**src/rtl/red_serial_tx.sv**
```systemverilog
// Triple-repetition UART-style serial transmitter: every logical bit goes out as three identical chips.
// Define RED_SERIAL_TX_PARITY_EN to add an even-parity bit after the payload MSB.
module red_serial_tx #(
    parameter int DATA_W     = 8,
    parameter int BIT_CYCLES = 4
) (
    input  logic              clk,
    input  logic              rst_n,
    input  logic [DATA_W-1:0] data_i,
    input  logic              valid_i,
    output logic              ready_o,
    output logic              tx_o,
    output logic              busy_o,
    output logic              done_o,
    output logic [2:0]        stateDbg
);

    localparam int CW = (BIT_CYCLES > 1) ? $clog2(BIT_CYCLES) : 1;
    localparam int BW = (DATA_W > 1) ? $clog2(DATA_W) : 1;
    localparam logic [CW-1:0] CYC_LAST = CW'(BIT_CYCLES - 1);
    localparam logic [BW-1:0] BIT_LAST = BW'(DATA_W - 1);

    typedef enum logic [2:0] {
        IDLE   = 3'd0,
        START  = 3'd1,
        DATA   = 3'd2,
`ifdef RED_SERIAL_TX_PARITY_EN
        PARITY = 3'd3,
`endif
        STOP   = 3'd4
    } state_t;

    // Handshake: a payload moves when valid_i and ready_o are both high at a rising clk edge.
    state_t            state;
    logic [DATA_W-1:0] shiftReg;
    logic [CW-1:0]     cycleCnt;
    logic [1:0]        chipCnt;
    logic [BW-1:0]     bitCnt;
`ifdef RED_SERIAL_TX_PARITY_EN
    logic              parityBit;
`endif

    logic          handshake;
    logic          chipEnd;
    logic          bitEnd;
    logic [CW-1:0] nextCycle;
    logic [1:0]    nextChip;
    logic          doneNext;

    assign stateDbg = state;

    // doneNext looks one cycle ahead so done_o can be a plain register.
    always_comb begin
        handshake = valid_i && ready_o;
        chipEnd   = (cycleCnt == CYC_LAST);
        bitEnd    = chipEnd && (chipCnt == 2'd2);
        nextCycle = chipEnd ? '0 : cycleCnt + CW'(1);
        nextChip  = chipCnt;
        if (chipEnd) begin
            nextChip = (chipCnt == 2'd2) ? 2'd0 : chipCnt + 2'd1;
        end
        doneNext  = (state == STOP) && !bitEnd && (nextChip == 2'd2) && (nextCycle == CYC_LAST);
    end

    always_ff @(posedge clk or negedge rst_n) begin
        if (!rst_n) begin
            state     <= IDLE;
            tx_o      <= 1'b1;
            ready_o   <= 1'b0;
            busy_o    <= 1'b0;
            done_o    <= 1'b0;
            shiftReg  <= '0;
            cycleCnt  <= '0;
            chipCnt   <= 2'd0;
            bitCnt    <= '0;
`ifdef RED_SERIAL_TX_PARITY_EN
            parityBit <= 1'b0;
`endif
        end else if (state == IDLE) begin
            ready_o <= 1'b1;
            tx_o    <= 1'b1;
            done_o  <= 1'b0;
            if (handshake) begin
                state     <= START;
                ready_o   <= 1'b0;
                busy_o    <= 1'b1;
                tx_o      <= 1'b0;
                shiftReg  <= data_i;
                cycleCnt  <= '0;
                chipCnt   <= 2'd0;
`ifdef RED_SERIAL_TX_PARITY_EN
                parityBit <= ^data_i;
`endif
            end
        end else begin
            cycleCnt <= nextCycle;
            chipCnt  <= nextChip;
            done_o   <= doneNext;
            if (bitEnd) begin
                case (state)
                    START: begin
                        state    <= DATA;
                        bitCnt   <= '0;
                        tx_o     <= shiftReg[0];
                        shiftReg <= shiftReg >> 1;
                    end
                    DATA: begin
                        if (bitCnt == BIT_LAST) begin
`ifdef RED_SERIAL_TX_PARITY_EN
                            state <= PARITY;
                            tx_o  <= parityBit;
`else
                            state <= STOP;
                            tx_o  <= 1'b1;
`endif
                        end else begin
                            bitCnt   <= bitCnt + BW'(1);
                            tx_o     <= shiftReg[0];
                            shiftReg <= shiftReg >> 1;
                        end
                    end
`ifdef RED_SERIAL_TX_PARITY_EN
                    PARITY: begin
                        state <= STOP;
                        tx_o  <= 1'b1;
                    end
`endif
                    STOP: begin
                        // ready_o rises together with the return to IDLE, one cycle after done_o.
                        state   <= IDLE;
                        tx_o    <= 1'b1;
                        busy_o  <= 1'b0;
                        ready_o <= 1'b1;
                    end
                    default: begin
                        state <= IDLE;
                        tx_o  <= 1'b1;
                    end
                endcase
            end
        end
    end

endmodule

```
**config.mk**
```make
export PLATFORM = sky130hd
export DESIGN_NAME = red_serial_tx
export DESIGN_NICKNAME = d
export VERILOG_FILES = /design/src/rtl/red_serial_tx.sv
export SDC_FILE = /design/constraint.sdc
export NUM_CORES = 1
export LEC_CHECK = 0
export BUFFER_PORTS_ARGS = -buffer_cell sky130_fd_sc_hd__buf_2
export CAP_MARGIN = 40
export CELL_PAD_IN_SITES_DETAIL_PLACEMENT = 1
export CELL_PAD_IN_SITES_GLOBAL_PLACEMENT = 2
export CORE_MARGIN = 1
export CORE_UTILIZATION = 37
export DETAILED_ROUTE_END_ITERATION = 10
export PLACE_DENSITY = 0.9
export SYNTH_ARGS = -nofsm -noshare
export SYNTH_HDL_FRONTEND = slang
export SYNTH_SLANG_ARGS = --single-unit
```
**constraint.sdc**
```tcl
create_clock -name clk -period 4.1 [get_ports clk]
set_clock_uncertainty 0.1 [all_clocks]
set_input_delay 0.205 -clock clk [delete_from_list [all_inputs] [get_ports clk]]
set_output_delay 0.205 -clock clk [all_outputs]
set_load 0.02 [all_outputs]
```
After elaboration in Yosys (flattened, before gate mapping)
Cells that the tools add are included.

Flip-flop bits (word level): 22. Input bits: 11. Output and inout port bits: 7. Word-level logic and storage cells: 72.

$add $sub $neg: 3. Equality and inequality tests: 12. Multiplexer cells: 31. Bitwise gates (word level): 1. Reductions and logical operators: 16.

Operators by type and width (count): 8-bit 2-to-1 mux (4); 8-bit one-hot mux with 2 select lines (1); 3-bit 2-to-1 mux (5); 1-bit 2-to-1 mux (12); 2-bit 2-to-1 mux (6); 3-bit one-hot mux with 2 select lines (2); 2-bit equality test (second input constant) (4); 4-bit AND reduction (2); 3-bit equality test (second input constant) (2); 3-bit != test (second input constant) (2); 3-bit AND reduction (2); 2-bit nonzero test (3); 1-bit logical AND (5); 2-bit by 1-bit adder with 2-bit output (second input constant) (2); 2-bit != test (second input constant) (2); 3-bit by 1-bit adder with 3-bit output (second input constant) (1); 3-bit by 1-bit equality test with 1-bit output (second input constant) (1); 3-bit by 2-bit equality test with 1-bit output (second input constant) (1); 3-bit logical NOT (1); 3-bit nonzero test (1); 1-bit one-hot mux with 2 select lines (1); 2-bit AND reduction (1); 1-bit logical NOT (1); 1-bit NOT (1).

Depth between registers and ports, before layout
Depth after elaboration: 7. Gate-level depth with buffers: 6. Gate-level depth less buffers: 6.

Least setup slack after synthesis
OpenSTA, ideal clock, no wires.

Path type: reg-to-reg. From: register bitCnt[0]. To: register bitCnt[0]. Setup time: 0.125 ns. Data arrival time: 1.708 ns. Data required time: 3.875 ns. Path slack: 2.167 ns. Cell stages (with the launch flop): 7. Path buffers: 0. Clock period less this slack: 1.933 ns. Cell sequence: dfrtp_1 -> ha_1 -> ha_1 -> nor3b_1 -> o21bai_1 -> nor3_1 -> mux2_2.

Cells in the longest elaborated chain, start to end: 3.

RTL lines: from (decl) (line 38) `logic [BW-1:0] bitCnt;`; from (signal assigned) (line 117) `bitCnt <= bitCnt + BW'(1);`; 3-bit by 1-bit adder with 3-bit output / 3-bit equality test (equally long branches) (line 117, 108); 3-bit 2-to-1 mux / 2-bit != test (equally long branches); 3-bit one-hot mux with 2 select lines / 4-bit AND reduction (equally long branches).

Several ways; a longest one is shown, not always the timed one. The select of a mux whose other input is x is not followed. A chain may end at the register's enable or synchronous reset.

Worst setup path after layout
From: register cycleCnt[1]. To: register bitCnt[0].

Cells in the longest elaborated chain, start to end: 3.

RTL lines: from (decl) (line 36) `logic [CW-1:0] cycleCnt;`; from (signal assigned) (line 96) `cycleCnt <= nextCycle;`; 2-bit equality test (line 55) `chipEnd = (cycleCnt == CYC_LAST);`; 1-bit logical AND (line 56) `bitEnd = chipEnd && (chipCnt == 2'd2);`; 4-bit AND reduction (no line).

No other way between the ends.

==> metrics.md <==
| Metric | Value |
|---|---|
| Max Clk Rate | `around 460 MHz` |
| Max clock buf depth | `2` |
| EDFF count, synth | `0` |
| Arrival time at the worst endpoint | `2.27 ns` |
| Max-capacitance violation count | `0` |
| Endpoints failing setup | `0` |
| Async set-reset flop share out of synthesis | `100%` |
| Via count of the first global-routing pass | `approximately 970` |
| Register area share after synthesis | `a little under half` |
| Wirelength per Cell | `between 10 and 15 um` |
| Overall via count from detail_route | `approximately 900` |
| LEAKAGE | `0.640 nW` |
| Wire length of the first global-routing pass | `4400 um` |
| DRC violations left | `0` |
| Number of placement rows | `20` |
| Measured slew at the worst slew-check pin | `about 0.64 ns` |
| Starting DRT DRC Count | `40` |
| Chip width | `58.2 um` |
| Final layout net count | `151` |
| Cell-by-cell listing of the critical path | `ha_1 > nand3b_1 > nor3_1 > mux2_2` |
| Die footprint | `3390 um^2` |
| Clock transition at the registers of the reported paths | `~0.13 ns` |
| Tightest slew margin relative to the limit | `approximately 57%` |
| Netlist Area Pre-Place | `1170 um^2` |
| Fin crit period | `2.16 ns` |
| Final count of hold timing violations | `0` |
| Average footprint of a synthesized cell | `10.2 um^2` |
| Antenna-violating nets left | `0` |
| Final total power | `0.351 mW` |
| CTS Buf Count | `3` |
| Port Buf Inserts | `17` |
| Remaining Overflow, GRT | `0` |
| Detailed-route vias per instance | `4.96` |
| Maximum fanout count along the critical path | `9` |
| RSZ-0062 raised after global routing | `false` |
| Most frequent standard cell in the layout excluding fill and tap cells | `nand2_1` |
| Leading register cell type out of synthesis | `dfrtp_1` |
| Non-Filler Instances | `roughly 180` |
| Yosys synthesis warning count | `0` |
| Setup TNS | `0 ns` |
| Type of the worst setup path | `register to register` |
| Result of the run | `completed` |
| Classification of the worst-slack hold path | `input pin to register` |
| Fraction of layout instances using a drive strength above 1 | `27.6%` |
| Areal power density over the cells | `261 nW/um^2` |
| Number of antenna violations at the first check in global routing | `0` |
| Num ports | `18` |
| Period Utilization, post-route | `52.7%` |
| Synthesized Nets | `between 100 and 150` |
| Clock tree from TritonCTS | `built` |
| Maximum vdd drop | `122 uV` |
| Largest net degree at the start of global routing | `23` |
| Post-Place Cells | `172` |
| Fin worst setup slack | `slightly below 2 ns` |
| Initial cell density of the core | `38.6%` |
| Height of the chip | `58.2 um` |
| Post-Place Worst Slack | `1.94 ns` |
| CP required | `roughly 4.2 ns` |
| Max incr delay on CP | `0.56 ns` |
| Commonest non-fill, non-tap cells in the layout | `nand2_1 (28), dfrtp_1 (21), buf_2 (17)` |
| Register bit count reported by yosys | `22` |
| Antenna Cells | `0` |
| Layout overhead on the synthesized area | `15.3%` |
| First-pass DRT Iterations | `4` |
| Cell count after synthesis | `115` |
| Endpoint type of the worst setup path | `register` |
| Total Routed Length | `2500 um` |
| Max Slew Vio Count | `0` |
| Clock latency at the later pin of the worst-skew pair | `0.32 ns` |
| Setup crit start kind | `register` |
| Cell at the root of the clock tree | `clkbuf_4` |
| Area inside the core boundary | `between 3000 and 4000 um^2` |
| Final HPWL DP | `1840 um` |
| Overall routing resource usage | `17.5%` |
| Routability congestion estimate | `0.767` |
| Critical-path cell with the highest stage delay | `nor3_1` |
| Clock Sink Count | `22` |
| Clock H-tree levels | `1` |
| Count of unique library cells instantiated by Yosys | `32` |
## power breakdown
| group | switching, mW | internal (mW) |
|---|---|---|
| Sequential | 0 | 0.217 |
| Clock | 0.0682 | 0.0543 |
| Combinational | 0.00675 | 0.00485 |
| Total | 0.0750 | 0.276 |
## final timing paths
path                                      endpoint  slack (ns)  cells past startpoint                    start
setup / recovery             bitCnt[0]$_DFFE_PN0P_        1.94                      4  cycleCnt[1]$_DFFE_PN0P_
hold / removal             shiftReg[7]$_DFFE_PN0P_        0.02                      3                data_i[7]
setup reg to reg             bitCnt[0]$_DFFE_PN0P_        1.94                      4  cycleCnt[1]$_DFFE_PN0P_
hold reg to reg            shiftReg[1]$_DFFE_PN0P_        0.42                      1  shiftReg[1]$_DFFE_PN0P_
max in group asynchronous         tx_o$_DFFE_PN1P_        3.26                      2                    rst_n
min in group asynchronous  stateDbg[0]$_DFFE_PN0P_        0.27                      2                    rst_n
## what timing repair did
| item | 4_1_cts | 5_1_grt |
|---|---|---|
| buffers inserted | 0 | 0 |
| hold endpoints to repair | 22 | 0 |
| gates resized for setup | 0 | 0 |
| hold buffers | 2 | 0 |
## Yosys cell counts, types with 2 or more instances
master | count | share of area, %
a21oi_1 | 5 | 2.1
buf_2 | 2 | 0.86
clkbuf_1 | 2 | 0.64
dfrtp_1 | 21 | 45
ha_1 | 5 | 5.4
inv_1 | 4 | 1.3
mux2_2 | 9 | 8.7
mux2i_1 | 3 | 2.6
nand2_1 | 28 | 9.0
nand2b_1 | 2 | 1.1
nor2_1 | 4 | 1.3
nor3b_1 | 3 | 1.9
o21ai_0 | 8 | 3.4
## worst max-delay path: cells and delay by family (launching register included)
family,cells,cell delay [ns]
muxes,1,0.39
adders and majority gates,1,0.25
DFF,1,0.40
and+or+nand+nor,2,0.91
## per-layer routing
| layer | GRT usage (%) | up-vias | routed length, um |
|---|---|---|---|
| li1 | - | 432 | - |
| met1 | 21.9 | 428 | 1160 |
| met2 | 30.2 | 17 | 1230 |
| met3 | 2.01 | 5 | 53 |
| met4 | 8.16 | 0 | 49 |
| met5 | 0 | - | 0 |
## layout make-up
cell class / instances / area, um^2
multi-input cells: 84 / 573
inverters: 4 / 15.0
fillers: 345 / 1680
well taps: 44 / 55.1
flip-flops and latches: 22 / 552
repair buffers: 20 / 116
clock buffers: 4 / 36.3
## per-stage QoR
step           cell area, um^2  hold slack (ns)  utilization, %
5_1_grt                   1350           0.0237            44.5
3_5_place_dp              1290            0.104            42.6
2_1_floorplan             1170           -0.191               -
6_report                  1350           0.0202            44.5
4_1_cts                   1350           0.0206            44.5
3_3_place_gp              1280            0.104            42.3
## logic make-up after synthesis
group | Yosys count | share of synthesized area [%]
compound gates | 20 | 10.1
flops | 22 | 47.2
simple gates | 46 | 20.4
mux | 13 | 13.2
fa+ha+maj | 5 | 5.35
buf+inv | 9 | 3.75
## state kept, by name (all words and copies together), names as in the netlist
register and cells:
stateDbg 3, done_o 1, busy_o 1, shiftReg 8, chipCnt 2, cycleCnt 2
tx_o 1, ready_o 1, bitCnt 3
No activity file was read; power rests on OpenSTA's default activity.
